**src/rtl/mult_result_accumulator_pkg.sv**
```systemverilog
// mult_acc_pkg: constants, state type and width helper for the product accumulator.
// Y_W           : product width, matched to the 20x18 unsigned multiplier Y port.
// acc_state_t   : two-state control (ACCUM collects beats, HOLD presents a result).
// acc_width()   : widened sum width so ACC_LEN full-scale products never overflow.
package mult_acc_pkg;

  localparam int Y_W = 38;

  typedef enum logic {
    ACCUM = 1'b0,
    HOLD  = 1'b1
  } acc_state_t;

  // ACC_LEN products of at most 2^y_w-1 each sum to less than 2^(y_w+clog2(acc_len)).
  function automatic int acc_width(input int y_w, input int acc_len);
    return y_w + $clog2(acc_len);
  endfunction

  function automatic int cnt_width(input int acc_len);
    return $clog2(acc_len + 1);
  endfunction

endpackage

```
**src/rtl/mult_result_accumulator_if.sv**
```systemverilog
// mult_result_accumulator_if: product-beat input and accumulated-result output bundle.
// Beat side : y_valid/y_ready handshake carrying y_data and the early-close flag y_last.
// Result side: acc_valid/acc_ready handshake carrying acc_data and its product count acc_count.
// master = environment (drives beats, accepts results); slave = accumulator.
interface mult_result_accumulator_if
  import mult_acc_pkg::*;
#(
  parameter int Y_W     = mult_acc_pkg::Y_W,
  parameter int ACC_LEN = 8
);

  localparam int ACC_W = acc_width(Y_W, ACC_LEN);
  localparam int CNT_W = cnt_width(ACC_LEN);

  logic             y_valid;
  logic             y_ready;
  logic [Y_W-1:0]   y_data;
  logic             y_last;

  logic             acc_valid;
  logic             acc_ready;
  logic [ACC_W-1:0] acc_data;
  logic [CNT_W-1:0] acc_count;

  modport master (
    output y_valid,
    output y_data,
    output y_last,
    input  y_ready,
    input  acc_valid,
    input  acc_data,
    input  acc_count,
    output acc_ready
  );

  modport slave (
    input  y_valid,
    input  y_data,
    input  y_last,
    output y_ready,
    output acc_valid,
    output acc_data,
    output acc_count,
    input  acc_ready
  );

endinterface

```
**src/rtl/mult_result_accumulator.sv**
```systemverilog
// mult_result_accumulator: sums up to ACC_LEN consecutive unsigned products into one widened result.
// Latency: acc_valid rises on the edge after the closing beat is accepted; N beats + 1 handshake per result.
// Backpressure: while a result waits in HOLD, y_ready is low; no beat is taken in the handshake cycle.
// Ports: clock0 (rising edge), reset (sync, active high), bus (slave modport: y_* beats in, acc_* result out).
module mult_result_accumulator
  import mult_acc_pkg::*;
#(
  parameter int Y_W     = mult_acc_pkg::Y_W,
  parameter int ACC_LEN = 8
) (
  input  logic                        clock0,
  input  logic                        reset,
  mult_result_accumulator_if.slave    bus
);

  localparam int ACC_W = acc_width(Y_W, ACC_LEN);
  localparam int CNT_W = cnt_width(ACC_LEN);

  acc_state_t       state_q, state_d;
  logic [ACC_W-1:0] acc_data_q, acc_data_d;
  logic [CNT_W-1:0] acc_count_q, acc_count_d;
  logic             acc_valid_q, acc_valid_d;

  logic             y_ready_w;
  logic             beat_accept;
  logic [ACC_W-1:0] y_ext;
  logic [CNT_W-1:0] count_inc;
  logic             run_full;

  // Ready comes from registered state only, so upstream never sees a
  // combinational path from its own valid back to ready.
  assign y_ready_w   = (state_q == ACCUM) && !reset;
  assign beat_accept = bus.y_valid && y_ready_w;

  assign y_ext     = ACC_W'(bus.y_data);
  assign count_inc = acc_count_q + CNT_W'(1);
  assign run_full  = (count_inc == CNT_W'(ACC_LEN));

  always_comb begin
    state_d     = state_q;
    acc_data_d  = acc_data_q;
    acc_count_d = acc_count_q;
    acc_valid_d = acc_valid_q;

    case (state_q)
      ACCUM: begin
        if (beat_accept) begin
          // First beat of a run reloads, so the stale sum left behind by the
          // previous handshake never leaks into the new result.
          if (acc_count_q == '0) begin
            acc_data_d = y_ext;
          end else begin
            acc_data_d = acc_data_q + y_ext;
          end
          acc_count_d = count_inc;
          // y_last on the ACC_LEN-th beat still closes only once.
          if (run_full || bus.y_last) begin
            state_d     = HOLD;
            acc_valid_d = 1'b1;
          end
        end
      end

      HOLD: begin
        // acc_data is left as-is after the handshake; only count and valid clear.
        if (acc_valid_q && bus.acc_ready) begin
          state_d     = ACCUM;
          acc_count_d = '0;
          acc_valid_d = 1'b0;
        end
      end

      default: begin
        state_d = ACCUM;
      end
    endcase
  end

  always_ff @(posedge clock0) begin
    if (reset) begin
      state_q     <= ACCUM;
      acc_data_q  <= '0;
      acc_count_q <= '0;
      acc_valid_q <= 1'b0;
    end else begin
      state_q     <= state_d;
      acc_data_q  <= acc_data_d;
      acc_count_q <= acc_count_d;
      acc_valid_q <= acc_valid_d;
    end
  end

  assign bus.y_ready   = y_ready_w;
  assign bus.acc_valid = acc_valid_q;
  assign bus.acc_data  = acc_data_q;
  assign bus.acc_count = acc_count_q;

endmodule

```
**src/flat_wrapper.sv**
```systemverilog
// flat-port wrapper written by rule: the top's interface ports become plain ports
module mult_result_accumulator_flat import mult_acc_pkg::*;
#(
  parameter int Y_W     = mult_acc_pkg::Y_W,
  parameter int ACC_LEN = 8
)
  (clock0, reset, bus_y_valid, bus_y_data, bus_y_last, bus_y_ready, bus_acc_valid, bus_acc_data, bus_acc_count, bus_acc_ready);
  mult_result_accumulator_if #(.Y_W(Y_W), .ACC_LEN(ACC_LEN)) bus_i ();
  input  logic clock0;
  input  logic reset;
  input wire logic [$bits(bus_i.y_valid)-1:0] bus_y_valid;
  input wire logic [$bits(bus_i.y_data)-1:0] bus_y_data;
  input wire logic [$bits(bus_i.y_last)-1:0] bus_y_last;
  output wire logic [$bits(bus_i.y_ready)-1:0] bus_y_ready;
  output wire logic [$bits(bus_i.acc_valid)-1:0] bus_acc_valid;
  output wire logic [$bits(bus_i.acc_data)-1:0] bus_acc_data;
  output wire logic [$bits(bus_i.acc_count)-1:0] bus_acc_count;
  input wire logic [$bits(bus_i.acc_ready)-1:0] bus_acc_ready;
  assign bus_i.y_valid = bus_y_valid;
  assign bus_i.y_data = bus_y_data;
  assign bus_i.y_last = bus_y_last;
  assign bus_y_ready = bus_i.y_ready;
  assign bus_acc_valid = bus_i.acc_valid;
  assign bus_acc_data = bus_i.acc_data;
  assign bus_acc_count = bus_i.acc_count;
  assign bus_i.acc_ready = bus_acc_ready;
  mult_result_accumulator #(.Y_W(Y_W), .ACC_LEN(ACC_LEN)) u_core (.clock0(clock0), .reset(reset), .bus(bus_i));
endmodule
```
**config.mk**
```make
export PLATFORM = sky130hd
export DESIGN_NAME = mult_result_accumulator_flat
export DESIGN_NICKNAME = d
export VERILOG_FILES = /design/src/rtl/mult_result_accumulator_pkg.sv /design/src/rtl/mult_result_accumulator_if.sv /design/src/rtl/mult_result_accumulator.sv /design/src/flat_wrapper.sv
export SDC_FILE = /design/constraint.sdc
export NUM_CORES = 1
export LEC_CHECK = 0
export CAP_MARGIN = 20
export CORE_ASPECT_RATIO = 0.6
export CORE_MARGIN = 2
export CORE_UTILIZATION = 40
export CTS_BUF_LIST = sky130_fd_sc_hd__clkbuf_16
export CTS_CLUSTER_SIZE = 12
export DETAILED_ROUTE_END_ITERATION = 8
export GPL_TIMING_DRIVEN = 1
export PLACE_DENSITY = 0.66
export SKIP_LAST_GASP = 1
export SYNTH_ARGS = -nofsm -noshare
export SYNTH_HDL_FRONTEND = slang
export SYNTH_SLANG_ARGS = --single-unit
```
**constraint.sdc**
```tcl
create_clock -name clock0 -period 3.8 [get_ports clock0]
set_input_delay 0.76 -clock clock0 [delete_from_list [all_inputs] [get_ports clock0]]
set_output_delay 0.76 -clock clock0 [all_outputs]
set_load 0.05 [all_outputs]
```
# After elaboration in Yosys (flattened, before gate mapping)
# Cells that the tools add are included.
dict set report totals {
  ff_bits 47
  in_bits 43
  output_inout_bits 47
  elab_cells 32
}
dict set report op_classes {
  addsub 2
  eq_ne 4
  mux 12
  bitwise_logic 1
  reduce_logical 9
}
# cell count
set op_table {}
lappend op_table {{adder 41 x 38 -> 41 bit} 1}
lappend op_table {{2-to-1 mux 41 bit} 1}
lappend op_table {{2-to-1 mux 4 bit} 2}
lappend op_table {{case mux 4 bit (2 select lines)} 1}
lappend op_table {{2-to-1 mux 1 bit} 6}
lappend op_table {{adder 4 x 1 -> 4 bit, second input constant} 1}
lappend op_table {{== test 4 bit, second input constant} 1}
lappend op_table {{logical NOT 4 bit} 1}
lappend op_table {{!= test 2 bit, second input constant} 2}
lappend op_table {{case mux 1 bit (2 select lines)} 2}
lappend op_table {{AND reduction 2 bit} 2}
lappend op_table {{logical AND 1 bit} 3}
lappend op_table {{AND reduction 3 bit} 1}
lappend op_table {{!= test 2 x 1 -> 1 bit, second input constant} 1}
lappend op_table {{logical NOT 1 bit} 1}
lappend op_table {{logical OR 1 bit} 1}
lappend op_table {{inverter 1 bit} 1}

# Depth between registers and ports, before layout
dict set report depth {
  word_depth 6
  ltp_mapped 11
  ltp_nobuf 11
}

# Least setup slack after synthesis
# Ideal clock, no wire load.
dict set report synth_path {
  path_kind {input port to flip-flop}
  startpoint {input bus_y_data[8]}
  endpoint {register u_core.acc_data_q[37], in the netlist u_core.bus.acc_data[37]}
  setup_ns 0.103
  t_arrival_ns 2.908
  t_required_ns 3.697
  setup_slack_ns 0.788
  stages 10
  n_path_buf 0
  cell_sequence {ha_1 -> a211oi_2 -> o211ai_2 -> o22ai_4 -> o211ai_2 -> a31oi_4 -> nor4b_2 -> a2111oi_4 -> a211oi_1 -> a2111oi_2}
}
dict set report synth_between {
  elab_chain_len 2
}
# element line_no
set synth_rtl {}
lappend synth_rtl {{start, declared} flat_wrapper.sv:12} ;# input wire logic [$bits(bus_i.y_data)-1:0] bus_y_data;
lappend synth_rtl {{adder 41 x 38 -> 41 bit} mult_result_accumulator.sv:53} ;# acc_data_d = acc_data_q + y_ext;
lappend synth_rtl {{2-to-1 mux 41 bit} mult_result_accumulator.sv:50} ;# if (acc_count_q == '0) begin
lappend synth_rtl {{end signal, assigned} mult_result_accumulator.sv:87} ;# acc_data_q <= acc_data_d;
lappend synth_rtl {{end, declared} mult_result_accumulator.sv:20} ;# logic [ACC_W-1:0] acc_data_q, acc_data_d;
# No other way between the ends.
# A chain may end at the register's enable or synchronous reset.

# Worst setup path in the final report
dict set report layout_path {
  startpoint {input bus_y_data[0]}
  endpoint {register u_core.acc_data_q[32], in the netlist u_core.bus.acc_data[32]}
}
# The elaborated chain is that of the path after synthesis.

==> impl_summary.md <==
Routing
The average via count per standard cell is 5.75. The total wirelength of the detailed-routed design is 12900 µm. The number of DRC violations after detailed-routing iteration 0 is 344.

The length of the first detailed-routing pass in iterations is 5. After detailed routing, the number of remaining DRC violations is 0. The average wire length per cell after detail routing is 16.6 µm. After detailed routing, the met2 layer carries 5230 µm of wire. The via count is 4469.

The met1 layer wirelength in the final routing is 6780 µm. In this run the remaining antenna-violating nets after routing total 0. Signal routing reaches up to met4. The met3 wirelength from detailed routing is 803 µm.

Floorplan
During I/O placement, the number of pins put on the boundary was 90. The number of placement rows is 28. The floorplan die width is 135 µm. The die height is 82.6 µm. For this configuration, the core starts out at a cell density of 41.4%. The die covers 11100 µm². The placeable core region is 9950 µm².

Setup path
In this run the critical register-to-register path is launched from u_core.bus.acc_data[0]$_SDFFE_PP0P_. Traced cell by cell, the critical path runs through clkdlybuf4s50_1 > ha_1 > fa_1 > a211oi_1 > buf_4 > o211ai_1 > a21o_1 > a21oi_1 > o21ai_1 > a311oi_1 > xnor2_1 > nand2_1 > a211oi_1. In this run the critical register-to-register path is captured at u_core.bus.acc_data[32]$_SDFFE_PP0P_.

The worst register-to-register path has a setup slack of 810 ps. The largest individual stage delay along the critical path comes from the cell sky130_fd_sc_hd__clkdlybuf4s50_1. The maximum fanout encountered on the critical timing path is 3. STA classifies the critical path startpoint as a primary input.

STA classifies the critical path endpoint as a flop. For this run, the slowest stage of the critical path takes 430 ps. For the worst setup path, the data required time is 4020 ps.

The worst register-to-register path has a depth of 12. In this run the worst setup path begins at bus_y_data[0]. The number of buffers and inverters on the critical path is 2. The cell type with the highest occurrence count on the critical path is sky130_fd_sc_hd__a211oi_1. The critical path depth is 13.

The data arrival at the endpoint of the critical path is 3770 ps. The most critical setup path has its endpoint at u_core.bus.acc_data[32]$_SDFFE_PP0P_. The kind of cell with the highest combined delay along the critical path is compound AO/OA/AOI/OAI gates. The type of the setup path with the least slack is in -> reg.

GRT
Across every metal layer, demand over resource in global routing totals 23.5%. The initial antenna violation count is 0. Entering global routing, the biggest net connects 38 pins. The first global-routing pass estimated 20800 µm of wire. The overflow left after global routing is 0. The via count of the first global-routing pass was 4019.

Power and ir drop
Across the VDD grid, the largest voltage drop is 0.213 mV. The power per cell area is 354 nW/µm². The clock network accounts for 24.1% of the total power.

The internal power is 1.12 mW. In this run switching power makes up 41.4% of total power. The reported leakage power is 2.10 nW.

The part of the total power dissipated in sequential elements is 29.8%. The combinational share of power is 46.2%. The design draws 1.90 mW. The net switching power of the design is 788 µW.

STA
Setup total negative slack on the finished layout was measured at 0 ps. The transition time at the pin with the least slew margin is 688 ps. Setup repair after global routing left no endpoint under its margin. The number of hold violations in the final report is 0.

Setup violations remaining at the end of the flow were counted as 0. On the final layout, the worst hold slack is 498 ps. The final cycle utilization of the critical path is 93.4%. The setup clock skew after layout is 7.61 ps. Subtracting the final worst setup slack from the clock period gives 3550 ps. The max-slew violation count is 0. In this run the tightest slew margin relative to its limit is 54.1%. Derived from the worst setup path, the maximum achievable clock frequency is 282 MHz.

Final layout
The area taken by flip-flops and latches is 941 µm². Cells fill 54.0% of the core in the end. The share of layout cells above drive strength 1 is 6.07%. From synthesis to final layout, the design area changed by 30.6%. The final layout net count is 725. Summing all multi-input logic gate instances after layout gives 3020 µm². Counting the fill cells in the layout gives 946.

The number of antenna diodes in the final layout is 0.

Min path
In this run the worst hold path is classified as reg -> reg.

Placement
The detailed-placement wirelength estimate is 9700 µm. The number of buffers added on ports is 89. The weighted congestion reported at the end of routability-driven placement is 0.878.

Logic synthesis
By instance count, the leading cell after synthesis is sky130_fd_sc_hd__nand2_1. The number of nets in the synthesized netlist is 637. The number of instances in the synthesized netlist is 553. During synthesis, Yosys emitted a total of 0 warnings. After synthesis, the cell types taking the most area are sky130_fd_sc_hd__dfxtp_1 23%, sky130_fd_sc_hd__ha_1 12%, sky130_fd_sc_hd__a21oi_1 7.4%, sky130_fd_sc_hd__nand2_1 6.3%, sky130_fd_sc_hd__nor2_1 4.8%. After synthesis, the largest area contributor takes up 22.9% of total cell area.

The post-synthesis area per instance is 7.44 µm². After synthesis, the most frequently instantiated cells are 69 x sky130_fd_sc_hd__nand2_1, 61 x sky130_fd_sc_hd__a21oi_1, 53 x sky130_fd_sc_hd__nor2_1, 47 x sky130_fd_sc_hd__dfxtp_1, 40 x sky130_fd_sc_hd__ha_1. The post-synthesis async set-or-reset flop share is 0%. The largest area contributor in the synthesized netlist is sky130_fd_sc_hd__dfxtp_1.

The cell area after synthesis is 4120 µm². The most used flip-flop cell after synthesis is sky130_fd_sc_hd__dfxtp_1. After synthesis the netlist holds a flip-flop and latch count of 47. The number of synthesized flops with an enable pin is 0. For this run, the register share of the synthesized area comes to 22.9%. The count of distinct cell types in the synthesized netlist is 54.

CTS
The number of setup buffers added after CTS is 0. For this design, the CTS-stage hold fixing added 0 buffers. The clock edge transition at the registers on the reported setup and hold paths is 70 ps. The H-tree was split into 2 levels.

TritonCTS built the clock tree. The longest clock path from root to sink contains 2 buffers. The number of gates resized after CTS was 0. The root buffer cell chosen for the clock tree is sky130_fd_sc_hd__clkbuf_16. At the later pin of the worst-skew pair, clock insertion delay measures 300 ps. The clock net sink count is 47. TritonCTS created 5 clock buffers.

Status
The run finished with clean final reports.

Flow run
The tool flagged a number of max-cap violations equal to 0.
==> stage by stage <==
stage,setup slack (ps),std cells,instance area (µm²)
2_1_floorplan,788,553,4120
3_3_place_gp,66.1,769,5230
3_5_place_dp,4.72,769,5230
4_1_cts,294,777,5380
5_1_grt,35.3,777,5380
6_report,251,777,5380
==> cells by family after synthesis <==
family	synth area share, %
AO/OA/AOI/OAI	32.5
flip-flops	22.9
XOR/XNOR	7.23
adder cells (fa/ha/maj)	12.6
buffers and inverters	3.68
AND/OR/NAND/NOR	21.1
==> tightest hold or removal path, cell delays in order (launching register included) <==
cell and delay (ps):
sky130_fd_sc_hd__dfxtp_1 340, sky130_fd_sc_hd__nand2_1 60, sky130_fd_sc_hd__a21oi_1 50
==> worst min path at each step <==
stage	cells after the start	from	slack, ps	to
global route	2	u_core.bus.acc_valid$_SDFFE_PP0P_	530	u_core.bus.acc_valid$_SDFFE_PP0P_
detailed placement	2	u_core.bus.acc_data[2]$_SDFFE_PP0P_	490	u_core.bus.acc_data[2]$_SDFFE_PP0P_
floorplan	2	u_core.state_q$_SDFF_PP0_	500	u_core.state_q$_SDFF_PP0_
global placement	2	u_core.bus.acc_data[2]$_SDFFE_PP0P_	470	u_core.bus.acc_data[2]$_SDFFE_PP0P_
finish	2	u_core.bus.acc_data[2]$_SDFFE_PP0P_	500	u_core.bus.acc_data[2]$_SDFFE_PP0P_
CTS	2	u_core.bus.acc_data[2]$_SDFFE_PP0P_	500	u_core.bus.acc_data[2]$_SDFFE_PP0P_
==> cell type report <==
cell class / instances / area share, %
Clock buffer: 5 / 2.33
Clock inverter: 3 / 0.303
Inverter: 11 / 0.768
Multi-Input combinational cell: 466 / 56.3
Sequential cell: 47 / 17.5
Tap cell: 135 / 3.14
Timing Repair Buffer: 110 / 19.7
==> routing by layer <==
layer | vias up | GRT usage (%)
li1 | 2223 | -
met2 | 147 | 34.6
met5 | - | 0
met3 | 9 | 4.21
met1 | 2090 | 35.6
met4 | 0 | 4.38
==> sequential cells by signal, indices dropped and copies added (netlist names) <==
signal and flops:
u_core.bus.acc_data 41, u_core.state_q 1, u_core.bus.acc_valid 1, u_core.bus.acc_count 4
==> power by group through the flow <==
stage | Clock (mW) | Sequential, mW | Combinational, mW
global placement | 0 | 0.575 | 0.864
detailed placement | 0 | 0.577 | 0.867
CTS | 0.474 | 0.566 | 0.873
global route | 0.486 | 0.572 | 0.957
finish | 0.458 | 0.567 | 0.879
floorplan | 0 | 0.700 | 0.471
==> layout by cell type, fill, tap and decap left out, drive strengths merged, types with 12 or more instances in the layout <==
cell type | synthesis | routed
a211oi | 14 | 14
a21o | 12 | 12
a21oi | 62 | 62
buf | 3 | 22
clkdlybuf4s50 | 0 | 88
dfxtp | 47 | 47
ha | 40 | 40
inv | 11 | 12
nand2 | 69 | 69
nand3 | 14 | 14
nor2 | 53 | 53
nor3 | 18 | 18
o21ai | 43 | 43
xnor2 | 20 | 20
xor2 | 14 | 14
(Power assumes the default switching activity.)
